`config.mk`:
```
export PLATFORM = sky130hd
export DESIGN_NAME = hough_peak_scanner_flat
export DESIGN_NICKNAME = d
export VERILOG_FILES = /design/src/rtl/hough_peak_scanner_if.sv /design/src/rtl/hough_peak_scanner.sv /design/src/flat_wrapper.sv
export SDC_FILE = /design/constraint.sdc
export NUM_CORES = 1
export LEC_CHECK = 0
export BUFFER_PORTS_ARGS = -buffer_cell sky130_fd_sc_hd__buf_4
export CAP_MARGIN = 30
export CORE_ASPECT_RATIO = 1.4
export CORE_MARGIN = 2
export CORE_UTILIZATION = 50
export DETAILED_ROUTE_END_ITERATION = 10
export PLACE_DENSITY = 0.69
export REMOVE_ABC_BUFFERS = 1
export SLEW_MARGIN = 10
export SYNTH_ARGS = -nofsm -noshare
export SYNTH_HDL_FRONTEND = slang
export SYNTH_SLANG_ARGS = --single-unit
```
`constraint.sdc`:
```
create_clock -name clk -period 2.55 [get_ports clk]
set_input_delay 0.51 -clock clk [delete_from_list [all_inputs] [get_ports clk]]
set_output_delay 0.51 -clock clk [all_outputs]
set_load 0.02 [all_outputs]
```
`src/rtl/hough_peak_scanner_if.sv`:
```
// hough_peak_scanner_if
// Groups the signals between the peak scanner and its surroundings: the
// start/busy/done handshake with the controller, the BRAM port-B read bus
// and the detected-centre result.
//
//   start       controller -> scanner, level-sampled sweep request
//   rd_addr     scanner -> BRAM, port-B read address
//   rd_data     BRAM -> scanner, vote count for an earlier address
//   busy, done  scanner -> controller, sweep status and completion pulse
//   peak_valid, peak_value, idealX, idealY
//               scanner -> overlay logic, last sweep's result
//
// The master modport is the scanner itself; slave is the other side.
interface hough_peak_scanner_if #(
   parameter int ADDR_W = 18,
   parameter int DATA_W = 4
);
   logic              start;
   logic [ADDR_W-1:0] rd_addr;
   logic [DATA_W-1:0] rd_data;
   logic              busy;
   logic              done;
   logic              peak_valid;
   logic [DATA_W-1:0] peak_value;
   logic [9:0]        idealX;
   logic [8:0]        idealY;

   modport master (
      input  start, rd_data,
      output rd_addr, busy, done, peak_valid, peak_value, idealX, idealY
   );

   modport slave (
      output start, rd_data,
      input  rd_addr, busy, done, peak_valid, peak_value, idealX, idealY
   );
endinterface

```
`src/rtl/hough_peak_scanner.sv`:
```
// hough_peak_scanner
// Read side of the Hough accumulator BRAM. On start it walks port B once
// over every accumulator cell in address order, keeps the cell with the
// strictly highest vote count (earliest cell wins a tie) and, at the end of
// the sweep, reports that cell's coordinates plus the image biases as the
// detected circle centre.
//
// Ports:
//   clk    system clock, rising edge
//   rst_n  asynchronous active-low reset
//   bus    hough_peak_scanner_if.master: start, rd_addr, rd_data, busy,
//          done, peak_valid, peak_value, idealX, idealY
//
// The interface instance must use the same ADDR_W/DATA_W as this module.
module hough_peak_scanner #(
   parameter int ROW_LENGTH = 450,
   parameter int COL_LENGTH = 290,
   parameter int X_BIAS     = 95,
   parameter int Y_BIAS     = 95,
   parameter int ADDR_W     = 18,
   parameter int DATA_W     = 4,
   parameter int RD_LATENCY = 2,
   parameter int MIN_VOTES  = 1
) (
   input logic                  clk,
   input logic                  rst_n,
   hough_peak_scanner_if.master bus
);

   localparam int N  = ROW_LENGTH * COL_LENGTH;
   localparam int XW = (ROW_LENGTH > 1) ? $clog2(ROW_LENGTH) : 1;
   localparam int YW = (COL_LENGTH > 1) ? $clog2(COL_LENGTH) : 1;
   localparam int DW = (RD_LATENCY > 1) ? $clog2(RD_LATENCY) : 1;

   localparam logic [ADDR_W-1:0] LAST_ADDR = ADDR_W'(N - 1);
   localparam logic [XW-1:0]     X_LAST    = XW'(ROW_LENGTH - 1);
   localparam logic [DW-1:0]     DRAIN_END = DW'(RD_LATENCY - 1);
   localparam logic [31:0]       MIN_U     = 32'(MIN_VOTES);

   typedef enum logic [1:0] {
      IDLE,
      SCAN,
      DRAIN,
      DONE
   } state_t;

   state_t state;

   // Coordinates of the address currently on rd_addr.
   logic [XW-1:0] cur_x;
   logic [YW-1:0] cur_y;

   // Delay line of (valid, x, y) tags. Entry 0 is loaded together with
   // rd_addr; entry RD_LATENCY-1 lines up with the rd_data of that address.
   logic          tag_valid [RD_LATENCY];
   logic [XW-1:0] tag_x     [RD_LATENCY];
   logic [YW-1:0] tag_y     [RD_LATENCY];

   logic [DATA_W-1:0] best_value;
   logic [XW-1:0]     best_x;
   logic [YW-1:0]     best_y;
   logic [DW-1:0]     drain_cnt;

   logic          x_wrap;
   logic [XW-1:0] next_x;
   logic [YW-1:0] next_y;

   // Row/column stepping for the next address: x counts along the row and
   // y steps once per wrap, so no multiplier is needed to recover (x, y).
   always_comb begin
      x_wrap = (cur_x == X_LAST);
      next_x = x_wrap ? '0 : cur_x + XW'(1);
      next_y = x_wrap ? cur_y + YW'(1) : cur_y;
   end

   // Sweep sequencer, read-tag delay line, running-maximum tracker and the
   // registered result outputs. The compare runs every cycle but only acts
   // on tagged data, so idle-time BRAM output is never considered.
   always_ff @(posedge clk or negedge rst_n) begin
      if (!rst_n) begin
         state          <= IDLE;
         bus.rd_addr    <= '0;
         bus.busy       <= 1'b0;
         bus.done       <= 1'b0;
         bus.peak_valid <= 1'b0;
         bus.peak_value <= '0;
         bus.idealX     <= '0;
         bus.idealY     <= '0;
         cur_x          <= '0;
         cur_y          <= '0;
         best_value     <= '0;
         best_x         <= '0;
         best_y         <= '0;
         drain_cnt      <= '0;
         for (int i = 0; i < RD_LATENCY; i++) begin
            tag_valid[i] <= 1'b0;
            tag_x[i]     <= '0;
            tag_y[i]     <= '0;
         end
      end else begin
         for (int i = 1; i < RD_LATENCY; i++) begin
            tag_valid[i] <= tag_valid[i-1];
            tag_x[i]     <= tag_x[i-1];
            tag_y[i]     <= tag_y[i-1];
         end
         tag_valid[0] <= 1'b0;
         bus.done     <= 1'b0;

         // Strict greater-than keeps the earliest cell on equal counts.
         if (tag_valid[RD_LATENCY-1] && (bus.rd_data > best_value)) begin
            best_value <= bus.rd_data;
            best_x     <= tag_x[RD_LATENCY-1];
            best_y     <= tag_y[RD_LATENCY-1];
         end

         case (state)
            IDLE: begin
               bus.rd_addr <= '0;
               if (bus.start) begin
                  state        <= SCAN;
                  bus.busy     <= 1'b1;
                  best_value   <= '0;
                  best_x       <= '0;
                  best_y       <= '0;
                  cur_x        <= '0;
                  cur_y        <= '0;
                  tag_valid[0] <= 1'b1;
                  tag_x[0]     <= '0;
                  tag_y[0]     <= '0;
               end
            end

            SCAN: begin
               if (bus.rd_addr == LAST_ADDR) begin
                  state     <= DRAIN;
                  drain_cnt <= '0;
               end else begin
                  bus.rd_addr  <= bus.rd_addr + ADDR_W'(1);
                  cur_x        <= next_x;
                  cur_y        <= next_y;
                  tag_valid[0] <= 1'b1;
                  tag_x[0]     <= next_x;
                  tag_y[0]     <= next_y;
               end
            end

            // The last address's data is compared on the final DRAIN edge
            // before this one, so best_* is settled when results are taken.
            DRAIN: begin
               if (drain_cnt == DRAIN_END) begin
                  state          <= DONE;
                  bus.busy       <= 1'b0;
                  bus.done       <= 1'b1;
                  bus.peak_value <= best_value;
                  if (32'(best_value) >= MIN_U) begin
                     bus.peak_valid <= 1'b1;
                     bus.idealX     <= 10'(32'(best_x) + X_BIAS);
                     bus.idealY     <= 9'(32'(best_y) + Y_BIAS);
                  end else begin
                     bus.peak_valid <= 1'b0;
                  end
               end else begin
                  drain_cnt <= drain_cnt + DW'(1);
               end
            end

            DONE: begin
               state       <= IDLE;
               bus.rd_addr <= '0;
            end

            default: begin
               state <= IDLE;
            end
         endcase
      end
   end

endmodule
```
`src/flat_wrapper.sv`:
```
// flat-port wrapper written by rule: the top's interface ports become plain ports
module hough_peak_scanner_flat 
#(
   parameter int ROW_LENGTH = 450,
   parameter int COL_LENGTH = 290,
   parameter int X_BIAS     = 95,
   parameter int Y_BIAS     = 95,
   parameter int ADDR_W     = 18,
   parameter int DATA_W     = 4,
   parameter int RD_LATENCY = 2,
   parameter int MIN_VOTES  = 1
)
  (clk, rst_n, bus_start, bus_rd_data, bus_rd_addr, bus_busy, bus_done, bus_peak_valid, bus_peak_value, bus_idealX, bus_idealY);
  hough_peak_scanner_if #(.ADDR_W(ADDR_W), .DATA_W(DATA_W)) bus_i ();
  input logic clk;
  input logic rst_n;
  input wire logic [$bits(bus_i.start)-1:0] bus_start;
  input wire logic [$bits(bus_i.rd_data)-1:0] bus_rd_data;
  output wire logic [$bits(bus_i.rd_addr)-1:0] bus_rd_addr;
  output wire logic [$bits(bus_i.busy)-1:0] bus_busy;
  output wire logic [$bits(bus_i.done)-1:0] bus_done;
  output wire logic [$bits(bus_i.peak_valid)-1:0] bus_peak_valid;
  output wire logic [$bits(bus_i.peak_value)-1:0] bus_peak_value;
  output wire logic [$bits(bus_i.idealX)-1:0] bus_idealX;
  output wire logic [$bits(bus_i.idealY)-1:0] bus_idealY;
  assign bus_i.start = bus_start;
  assign bus_i.rd_data = bus_rd_data;
  assign bus_rd_addr = bus_i.rd_addr;
  assign bus_busy = bus_i.busy;
  assign bus_done = bus_i.done;
  assign bus_peak_valid = bus_i.peak_valid;
  assign bus_peak_value = bus_i.peak_value;
  assign bus_idealX = bus_i.idealX;
  assign bus_idealY = bus_i.idealY;
  hough_peak_scanner #(.ROW_LENGTH(ROW_LENGTH), .COL_LENGTH(COL_LENGTH), .X_BIAS(X_BIAS), .Y_BIAS(Y_BIAS), .ADDR_W(ADDR_W), .DATA_W(DATA_W), .RD_LATENCY(RD_LATENCY), .MIN_VOTES(MIN_VOTES)) u_core (.clk(clk), .rst_n(rst_n), .bus(bus_i));
endmodule
```
==> flow_metrics.env <==
export IMPL_status="finished clean"
export IMPL_layout_nets=548
export IMPL_drc=0
export IMPL_cp_required_ns=2.76
export IMPL_min_path_type="primary input to async pin"
export IMPL_dieWidth_um=87.9
export IMPL_port_buffers=50
export IMPL_ctsResizeCount=0
export IMPL_core_rowCount=42
export IMPL_initial_core_util_pct=51.9
export IMPL_syn_inst=474
export IMPL_antenna_found_initial=0
export IMPL_die_h_um=122
export IMPL_netlist_area_um2=4930
export IMPL_yosys_top_cells_area="dfrtp_1 54%, o21ai_0 5.7%, mux2i_1 4.7%, nand2_1 4.0%, ha_1 3.3%"
export IMPL_grt_pass1_wl_um=16900
export IMPL_syn_to_final_growth_pct=17.4
export IMPL_p_per_area_nw_per_um2=1000
export IMPL_worst_pin_slew_ns=0.578
export IMPL_drt_iter0_drc=233
export IMPL_ys_warn_count=0
export IMPL_fin_util_pct=60.9
export IMPL_fin_crit_sh_pct=85.7
export IMPL_wl_per_cell_um=14.9
export IMPL_whs_ns=0.168
export IMPL_ctsHoldBuffers=0
export IMPL_endpoint_kind="flop"
export IMPL_fin_cells=664
export IMPL_largest_register_ffs=18
export IMPL_relSlewSlack_pct=61.5
export IMPL_fin_area_um2=5790
export IMPL_grt_pass1_vias=3656
export IMPL_timing_worst_setup_path_type="flop to flop"
export IMPL_maxCapViolCount=0
export IMPL_leakage_nw=2.69
export IMPL_dp_hpwl_um=7020
export IMPL_top_regs="u_core.bus.rd_addr x18, u_core.bus.idealX x10"
export IMPL_tritoncts="built"
export IMPL_clk_pin_slew_ns=0.07
export IMPL_finalHoldViolations=0
export IMPL_cp_max_fo=18
export IMPL_ir_drop_uv=498
export IMPL_numClockSinks=107
export IMPL_cts_buffers=9
export IMPL_ys_async_sr_fraction_pct=100
export IMPL_startpoint_type="flop"
export IMPL_ant_nets=0
export IMPL_htree_num_levels=3
export IMPL_yosysSeqAreaShare_pct=54.3
export IMPL_synth_cell_types=53
export IMPL_first_pass_iters=4
export IMPL_dieArea_um2=10700
export IMPL_largest_register="u_core.bus.rd_addr"
export IMPL_slew_violations=0
export IMPL_n_antenna_cell=0
export IMPL_place_inst=649
export IMPL_via_per_inst=5.55
export IMPL_post_cts_setup_buffer_count=0
export IMPL_tns_ns=0
export IMPL_drive_gt1_share_pct=17.7
export IMPL_synth_ff_type="dfrtp_1"
export IMPL_overflow=0
export IMPL_clock_path_buffers=2
export IMPL_yosysTopAreaCell="dfrtp_1"
export IMPL_clk_insertion_delay_late_ns=0.34
export IMPL_vias=3684
export IMPL_placed_area_um2=5510
export IMPL_yosys_register_bits=107
export IMPL_syn_avg_cell_area_um2=10.4
export IMPL_fmax_ghz=0.458
export IMPL_critical_path_arrival_ns=2.40
export IMPL_io_pins=51
export IMPL_clock_skew_ns=0.00784
export IMPL_grt_setup_unrepaired="no"
export IMPL_grt_usage_pct=20.1
export IMPL_ff2ff_setup_slack_ns=0.37
export IMPL_synth_top_cell_area_share_pct=54.3
export IMPL_cts_root_buf="clkbuf_16"
export IMPL_finalSetupViolCount=0
export IMPL_synth_edff_count=0
export IMPL_min_period_ns=2.18
export IMPL_wirelength_um=9890
export IMPL_grt_max_degree=47
export IMPL_core_area_um2=9510
export IMPL_gp_congestion=0.860
## metal layers
metal | up-vias | global-route usage, % | wire length (um)
met2 | 79 | 33.1 | 5090
met4 | 0 | 10.3 | 241
met5 | - | 0 | 0
met3 | 20 | 4.08 | 378
li1 | 1795 | - | -
met1 | 1790 | 24.6 | 4170
## final cells by class
cell class | instances | area (um2)
multi-input cells | 332 | 2120
fillers | 795 | 3720
clock inverters | 4 | 26.3
flip-flops and latches | 107 | 2680
inverters | 17 | 63.8
clock buffers | 11 | 253
well taps | 132 | 165
repair buffers | 61 | 483
## synth_stat cells (8+ instances only)
library cell	count
nand4_1	15
nor2_1	40
mux2i_1	23
a21oi_1	10
inv_1	17
dfrtp_1	107
xor2_1	10
clkbuf_1	8
ha_1	13
nand2_1	52
and3_1	9
xnor2_1	10
o31ai_1	17
nand3_1	19
o21ai_0	56
## cells in the final DEF (no fill, tap or decap), types with 2 or more instances in the layout
| cell type | n |
|---|---|
| nor3_1 | 6 |
| xor2_1 | 10 |
| a41oi_1 | 2 |
| and2_1 | 2 |
| ha_1 | 13 |
| buf_4 | 59 |
| o21ai_2 | 3 |
| nor4_1 | 3 |
| a31oi_1 | 4 |
| nand2b_1 | 3 |
| o31ai_1 | 17 |
| nor2_1 | 40 |
| buf_12 | 2 |
| mux2i_1 | 23 |
| clkbuf_8 | 2 |
| or3_1 | 2 |
| nand3_1 | 19 |
| inv_1 | 17 |
| clkbuf_16 | 9 |
| o41ai_1 | 2 |
| mux2_2 | 4 |
| or4_1 | 3 |
| and3_1 | 9 |
| a21boi_0 | 2 |
| o21ai_0 | 56 |
| xnor2_1 | 10 |
| clkinv_2 | 2 |
| nand2_1 | 52 |
| dfrtp_1 | 107 |
| nand4_1 | 15 |
| a21oi_1 | 9 |
## critical path, stage by stage (launching register included)
cell and delay (ns):
dfrtp_1 0.38, inv_1 0.10, ha_1 0.18, buf_4 0.24, and3_1 0.28, nand4_1 0.15, or4_1 0.45, a31oi_1 0.18
o31ai_1 0.09
## path summary, 6_finish.rpt
| path | from | endpoint | cells after the start |
|---|---|---|---|
| hold reg to reg | u_core.tag_valid[1]$_DFF_PN0_ | u_core.tag_valid[0]$_DFF_PN0_ | 0 |
| setup / recovery | u_core.state[1]$_DFFE_PN0P_ | u_core.bus.rd_addr[13]$_DFFE_PN0P_ | 8 |
| setup reg to reg | u_core.state[1]$_DFFE_PN0P_ | u_core.bus.rd_addr[13]$_DFFE_PN0P_ | 8 |
| max in group asynchronous | rst_n | u_core.cur_x[8]$_DFFE_PN0P_ | 2 |
| min in group clk | u_core.tag_valid[1]$_DFF_PN0_ | u_core.tag_valid[0]$_DFF_PN0_ | 0 |
| hold / removal | rst_n | u_core.bus.peak_valid$_DFFE_PN0P_ | 1 |
## cell families after synthesis
group / count (synthesis) / synth area share (%)
simple gates: 166 / 16.9
flops: 107 / 54.3
compound gates: 106 / 13.3
buf+inv: 35 / 3.04
mux: 27 / 5.58
xor+xnor: 20 / 3.55
fa+ha+maj: 13 / 3.30
## through the flow
step                power, mW  setup slack [ns]
finish                   5.79             0.365
global route             6.23             0.140
CTS                      5.85             0.401
detailed placement       4.55             0.418
global placement         4.49             0.463
floorplan                3.72            -0.493
## report_power, final
part	total (mW)	switching, mW	internal, mW	leakage, nW
sequential	2.28	0.239	2.04	1.43
clock	1.29	0.581	0.708	0.137
combinational	2.22	1.35	0.873	1.13
total	5.79	2.17	3.62	2.69
Note: power is estimated with default switching activity, not from simulation.
